File: src/rtl/stopwatch_mmss_if.sv
// Stopwatch pulse inputs and display outputs.
// master drives the one-clk pulses, slave is the stopwatch core.
interface stopwatch_mmss_if;
    logic       clk_sec;
    logic       btn_start;
    logic       btn_lap;
    logic       btn_clear;
    logic [3:0] min10;
    logic [3:0] min1;
    logic [3:0] sec10;
    logic [3:0] sec1;
    logic       running;
    logic       lap_active;

    modport master (
        output clk_sec, btn_start, btn_lap, btn_clear,
        input  min10, min1, sec10, sec1, running, lap_active
    );

    modport slave (
        input  clk_sec, btn_start, btn_lap, btn_clear,
        output min10, min1, sec10, sec1, running, lap_active
    );
endinterface

File: src/rtl/stopwatch_mmss.sv
// mm:ss BCD stopwatch with run/pause/clear FSM and a lap (display freeze) capture.
// Display digits are registered one clk behind the live count or the lap value.
module stopwatch_mmss #(
    parameter bit WRAP_EN = 1'b1
) (
    input  logic             clk,
    input  logic             reset_n,
    stopwatch_mmss_if.slave  sw
);
    typedef enum logic [1:0] {IDLE, RUN, PAUSE} state_t;

    typedef struct packed {
        logic [3:0] m10;
        logic [3:0] m1;
        logic [3:0] s10;
        logic [3:0] s1;
    } mmss_t;

    state_t state;
    mmss_t  cnt, lap, disp, cnt_inc;
    logic   running, lap_active;
    logic   tick, at_max;

    assign tick   = sw.clk_sec && (state == RUN);
    assign at_max = (cnt.m10 == 4'd5) && (cnt.m1 == 4'd9) &&
                    (cnt.s10 == 4'd5) && (cnt.s1 == 4'd9);

    // BCD ripple carry; 59:59 rolls to 00:00 naturally
    always_comb begin
        cnt_inc = cnt;
        if (cnt.s1 != 4'd9) begin
            cnt_inc.s1 = cnt.s1 + 4'd1;
        end else begin
            cnt_inc.s1 = 4'd0;
            if (cnt.s10 != 4'd5) begin
                cnt_inc.s10 = cnt.s10 + 4'd1;
            end else begin
                cnt_inc.s10 = 4'd0;
                if (cnt.m1 != 4'd9) begin
                    cnt_inc.m1 = cnt.m1 + 4'd1;
                end else begin
                    cnt_inc.m1  = 4'd0;
                    cnt_inc.m10 = (cnt.m10 == 4'd5) ? 4'd0 : cnt.m10 + 4'd1;
                end
            end
        end
    end

    always_ff @(posedge clk or negedge reset_n) begin
        if (!reset_n) begin
            state      <= IDLE;
            running    <= 1'b0;
            lap_active <= 1'b0;
            cnt        <= '0;
            lap        <= '0;
            disp       <= '0;
        end else begin
            disp <= lap_active ? lap : cnt;

            if (tick) begin
                if (at_max && !WRAP_EN) begin
                    state   <= PAUSE;
                    running <= 1'b0;
                end else begin
                    cnt <= cnt_inc;
                end
            end

            // clear wins over start, start over lap; a clear in RUN still swallows the others
            if (sw.btn_clear) begin
                if (state != RUN) begin
                    state      <= IDLE;
                    running    <= 1'b0;
                    cnt        <= '0;
                    lap_active <= 1'b0;
                end
            end else if (sw.btn_start) begin
                if (state == RUN) begin
                    state   <= PAUSE;
                    running <= 1'b0;
                end else begin
                    state   <= RUN;
                    running <= 1'b1;
                end
            end else if (sw.btn_lap) begin
                if (lap_active) begin
                    lap_active <= 1'b0;
                end else if (state == RUN) begin
                    lap        <= cnt;
                    lap_active <= 1'b1;
                end
            end
        end
    end

    assign sw.min10      = disp.m10;
    assign sw.min1       = disp.m1;
    assign sw.sec10      = disp.s10;
    assign sw.sec1       = disp.s1;
    assign sw.running    = running;
    assign sw.lap_active = lap_active;
endmodule

File: src/flat_wrapper.sv
// flat-port wrapper written by rule: the top's interface ports become plain ports
module stopwatch_mmss_flat 
#(
    parameter bit WRAP_EN = 1'b1
)
  (clk, reset_n, sw_clk_sec, sw_btn_start, sw_btn_lap, sw_btn_clear, sw_min10, sw_min1, sw_sec10, sw_sec1, sw_running, sw_lap_active);
  stopwatch_mmss_if sw_i ();
  input  logic clk;
  input  logic reset_n;
  input wire logic [$bits(sw_i.clk_sec)-1:0] sw_clk_sec;
  input wire logic [$bits(sw_i.btn_start)-1:0] sw_btn_start;
  input wire logic [$bits(sw_i.btn_lap)-1:0] sw_btn_lap;
  input wire logic [$bits(sw_i.btn_clear)-1:0] sw_btn_clear;
  output wire logic [$bits(sw_i.min10)-1:0] sw_min10;
  output wire logic [$bits(sw_i.min1)-1:0] sw_min1;
  output wire logic [$bits(sw_i.sec10)-1:0] sw_sec10;
  output wire logic [$bits(sw_i.sec1)-1:0] sw_sec1;
  output wire logic [$bits(sw_i.running)-1:0] sw_running;
  output wire logic [$bits(sw_i.lap_active)-1:0] sw_lap_active;
  assign sw_i.clk_sec = sw_clk_sec;
  assign sw_i.btn_start = sw_btn_start;
  assign sw_i.btn_lap = sw_btn_lap;
  assign sw_i.btn_clear = sw_btn_clear;
  assign sw_min10 = sw_i.min10;
  assign sw_min1 = sw_i.min1;
  assign sw_sec10 = sw_i.sec10;
  assign sw_sec1 = sw_i.sec1;
  assign sw_running = sw_i.running;
  assign sw_lap_active = sw_i.lap_active;
  stopwatch_mmss #(.WRAP_EN(WRAP_EN)) u_core (.clk(clk), .reset_n(reset_n), .sw(sw_i));
endmodule
File: config.mk
export PLATFORM = sky130hd
export DESIGN_NAME = stopwatch_mmss_flat
export DESIGN_NICKNAME = d
export VERILOG_FILES = /design/src/rtl/stopwatch_mmss_if.sv /design/src/rtl/stopwatch_mmss.sv /design/src/flat_wrapper.sv
export SDC_FILE = /design/constraint.sdc
export NUM_CORES = 1
export LEC_CHECK = 0
export ABC_AREA = 1
export CORE_UTILIZATION = 60
export CTS_BUF_LIST = sky130_fd_sc_hd__clkbuf_2
export DETAILED_ROUTE_END_ITERATION = 8
export GPL_ROUTABILITY_DRIVEN = 0
export PLACE_DENSITY = 0.93
export SLEW_MARGIN = 20
export SYNTH_ARGS = -nofsm -noshare
export SYNTH_HDL_FRONTEND = slang
export SYNTH_SLANG_ARGS = --single-unit
File: constraint.sdc
create_clock -name clk -period 1.9 [get_ports clk]
set_input_delay 0.38 -clock clk [delete_from_list [all_inputs] [get_ports clk]]
set_output_delay 0.38 -clock clk [all_outputs]
set_load 0.005 [all_outputs]
Word level (Yosys, flattened, before mapping) --
Cells that the tools add are included.
Storage, ports and cells: output and inout port bits 18, word-level logic and storage cells 60, bits of input ports 6, register bits 52
Cells by class: add/subtract/negate cells 4, eq/ne operators 8, reduce and logical (&&, ||, !) cells 6, bitwise gates (word level) 3, mux-type cells 24
Operator list (number):
- 2-to-1 mux 16 bit | 4
- 2-to-1 mux 4 bit | 5
- adder 4 x 1 -> 4 bit, second input constant | 4
- 2-to-1 mux 12 bit | 1
- 2-to-1 mux 1 bit | 9
- 2-to-1 mux 2 bit | 4
- 2-to-1 mux 8 bit | 1
- inequality test 4 bit, second input constant | 2
- inequality test 2 x 1 -> 1 bit, second input constant | 3
- AND reduction 5 bit | 1
- == test 4 x 3 -> 1 bit, second input constant | 1
- inequality test 4 x 3 -> 1 bit, second input constant | 1
- nonzero test 2 bit | 2
- NOT 1 bit | 3
- AND reduction 3 bit | 1
- == test 2 x 1 -> 1 bit, second input constant | 1
- AND reduction 2 bit | 1
- logical AND 1 bit | 1

Longest topological paths before layout --
depth after elaboration 8, mapped depth 9, mapped depth without buffers 9

Worst setup path after synthesis --
Ideal clock, no wire load.
kind register to register, start register u_core.cnt[7] (netlist name), end register u_core.cnt[11] (netlist name), slack 697 ps, path buffers 0, clock period less this slack 1203 ps, stages on the path, launching flop included 9, data required time 1780 ps, arrival 1083 ps, cell sequence dfrtp_1 -> inv_1 -> nand2_1 -> nor2_4 -> inv_2 -> nor2_8 -> inv_2 -> nor2_1 -> nor2_1
On the way: cells in the longest elaborated chain, start to end 6
Ends and longest elaborated chain:
- start, declared | RTL line stopwatch_mmss.sv:20 | mmss_t cnt, lap, disp, cnt_inc;
- start signal, assigned | RTL line stopwatch_mmss.sv:65 | cnt <= cnt_inc;
- inequality test 4 x 3 -> 1 bit (*) | RTL line stopwatch_mmss.sv:35 | if (cnt.s10 != 4'd5) begin
- 2-to-1 mux 8 bit (*) | RTL line stopwatch_mmss.sv:35
- 2-to-1 mux 12 bit (*) | RTL line stopwatch_mmss.sv:31 | if (cnt.s1 != 4'd9) begin
- 2-to-1 mux 16 bit (*) | RTL line stopwatch_mmss.sv:60 | if (tick) begin
- 2-to-1 mux 16 bit | RTL line stopwatch_mmss.sv:71 | if (state != RUN) begin
- 2-to-1 mux 16 bit (*) | RTL line stopwatch_mmss.sv:70 | if (sw.btn_clear) begin
Every way passes the cells marked *; elsewhere a longest branch is shown, timed or not. A chain may end at the register's enable or synchronous reset.

==> run summary <==
CTS tree -> built
die span in y -> 63.0 um
Rows -> 21
final wirelength -> 4.12 mm
measured slew at the worst slew-check pin -> 0.300 ns
first-pass GRT wire length -> 7.53 mm
Syn Nets -> 251
Post-CTS Setup Repair Bufs -> 0
Final Max Slew Viols -> 0
Required @ worst endpoint -> 1.52 ns
Worst-Skew Late Latency -> 0.43 ns
post-synthesis xor/xnor area fraction -> 0.392%
CTS clk-pin slew, worst paths -> 0.24 ns
Final Total Pwr -> 1900 uW
Fin. Hold Viols -> 0
Ports -> 24
post-route clock skew -> 0.0241 ns
Clk Tree Root Cell -> clkbuf_2
crit share post-route -> 95.1%
Post-Synth Adder-Cell Area -> 0%
Final ANT Viol Nets -> 0
H-tree levels -> 2
mean area per synthesized cell -> 9.12 um^2
CP top delay family -> buffers and inverters
initial antenna violation count -> 0
# diodes -> 0
vias in the first global route -> 1,621
Initial Util -> 64.9%
global-route usage over all layers -> 25.1%
Die X -> 63.0 um
WL/cell -> 12.9 um
Crit-path slowest cell -> clkdlybuf4s50_1
sequential element share of the synthesized area -> 57.1%
DRC -> 0
CP Depth -> 1
largest area contributor in the netlist -> dfrtp_1
simple-gate share of the synthesized area -> 24.4%
largest net degree at the start of global routing -> 52
synthesized area -> 0.00223 mm^2
layout cells sized above 1 -> 13.9%
CP max stage delay -> 0.53 ns
Crit Path Category -> reg -> out
CTS Hold Bufs -> 1
CP arrival -> 1.43 ns
core footprint -> 0.00344 mm^2
Sum Neg Setup Slack -> 0 ns
Synth top area share -> 57.1%
synth warn -> 0
most frequent cell after synthesis -> nand2_1
R2R depth -> 5
leakage -> 0.00120 uW
register bit total from synthesis -> 51
Die ar. -> 0.00397 mm^2
Netlist cell types -> 29
Congestion Overflow GR -> 0
critical path cell sequence -> clkdlybuf4s50_1
Vias -> 1,740
startpoint types -> register
Final #Nets -> 279
Initial DRC Count -> 176
Hold Crit Class -> in -> async
top_reg_cell synth -> dfrtp_1
Worst Path Buf+Inv -> 1
post-synthesis mux area share -> 0%
outcome -> complete, no violations
compound-cell area share of the yosys netlist -> 12.1%
Final HPWL DP -> 2.90 mm
min Tclk post-route -> 1.81 ns
Max Fclk -> 554 MHz
clock buffer depth -> 2
final worst slack -> 0.0938 ns
drt via density -> 5.45
CTS sink count -> 51
pwr/cell area -> 731 mW/mm^2
CP Capture Type -> output port
largest family of logic cells by synthesized area -> simple AND/OR/NAND/NOR gates
main area contributors after synthesis -> dfrtp_1 57%, nand2_1 10%, o21ai_0 6.5%
Synth Instances -> 245
Num CTS Buffers -> 5
Post-synth ARST share -> 100%
Post-synth EDFFs -> 0
RSZ-0062 raised after global routing -> no
worst rel slew slack -> 80.0%
max_cap viols -> 0
worst slack at placement -> 0.181 ns
Detailed Routing Iterations Pass 1 -> 5
number of port buffers -> 23
Layout area overhead -> 16.4%
endpoints failing setup -> 0
Post-CTS Resized -> 0
Max rail drop VDD -> 0.528 mV
worst-path fanout max -> 4
most frequent cells after synthesis -> 61 x nand2_1, 51 x dfrtp_1, 29 x o21ai_0, 20 x inv_1, 14 x nor2_1
[state kept, by name, summed over array words and instances, names as in the netlist]
name / flops
u_core.sw.min10: 4
u_core.state: 2
u_core.sw.min1: 4
u_core.sw.sec10: 4
u_core.sw.sec1: 4
u_core.sw.lap_active: 1
u_core.cnt: 16
u_core.lap: 16
[placed cells by master (no fill, tap or decap), types with 2 or more instances in the layout]
master and instances:
o21ai_0 29, nor2_4 3, nor2_1 14, dfrtp_1 51
nand3_1 8, a21oi_2 2, nor2_2 3, o21ai_1 10
clkbuf_2 6, a21oi_1 7, buf_4 3, nand2_2 4
clkdlybuf4s50_1 22, nand2_1 61, inv_1 20, nand3_2 2
nand4_1 6, inv_2 6
[area by class of cell]
type | instances | area, um^2
Timing Repair Buffer | 28 | 278
Clock buffer | 6 | 30.0
Clock inverter | 1 | 30.0
Multi-Input combinational cell | 160 | 825
Tap cell | 46 | 57.6
Sequential cell | 51 | 1280
Inverter | 27 | 103
Fill cell | 225 | 843
[cell families (layout without fill, tap and decap cells)]
family	count (synthesis)	after routing
buffers and inverters	34	62
DFF	51	51
and+or+nand+nor	108	108
xor gates and xnor gates	1	1
AOI/OAI and AO/OA	51	51
[stage by stage]
| step | area [um^2] | util, % | instances | hold slack, ns |
|---|---|---|---|---|
| after CTS | 2600 | 75.5 | 319 | 0.399 |
| final | 2600 | 75.5 | 319 | 0.401 |
| after detailed placement | 2530 | 73.5 | 311 | 0.386 |
| after global placement | 2530 | 73.5 | 311 | 0.384 |
| after global routing | 2600 | 75.5 | 319 | 0.393 |
| after floorplan | 2230 | - | 245 | 0.0844 |
[worst register-to-register path: stages (launching register included)]
cell	delay, ns
dfrtp_1	0.46
buf_4	0.25
inv_1	0.10
nand3_2	0.07
buf_4	0.29
o21ai_0	0.14
[power breakdown]
group	internal, uW	switching [uW]	total [uW]
clock network	221	318	540
registers	1130	26.6	1150
logic	77.6	129	207
[path summary, 6_finish.rpt]
check | start | endpoint | slack, ns
hold / removal | reset_n | u_core.cnt[5] | 0.40
setup / recovery | u_core.state[0] | sw_running | 0.09
hold reg to reg | u_core.lap[12] | u_core.sw.min10[0] | 0.51
max in group asynchronous | reset_n | u_core.cnt[4] | 1.23
setup reg to reg | u_core.sw.lap_active | u_core.lap[1] | 0.48
min in group clk | u_core.lap[12] | u_core.sw.min10[0] | 0.51
[routing by layer]
metal,vias to the layer above,GRT usage [%],part of all wire (%)
li1,851,-,-
met1,813,33.1,44
met2,67,37.8,47
met3,9,7.48,5.9
met4,0,12.5,2.4
met5,-,0,0
No activity file was read; power rests on OpenSTA's default activity.
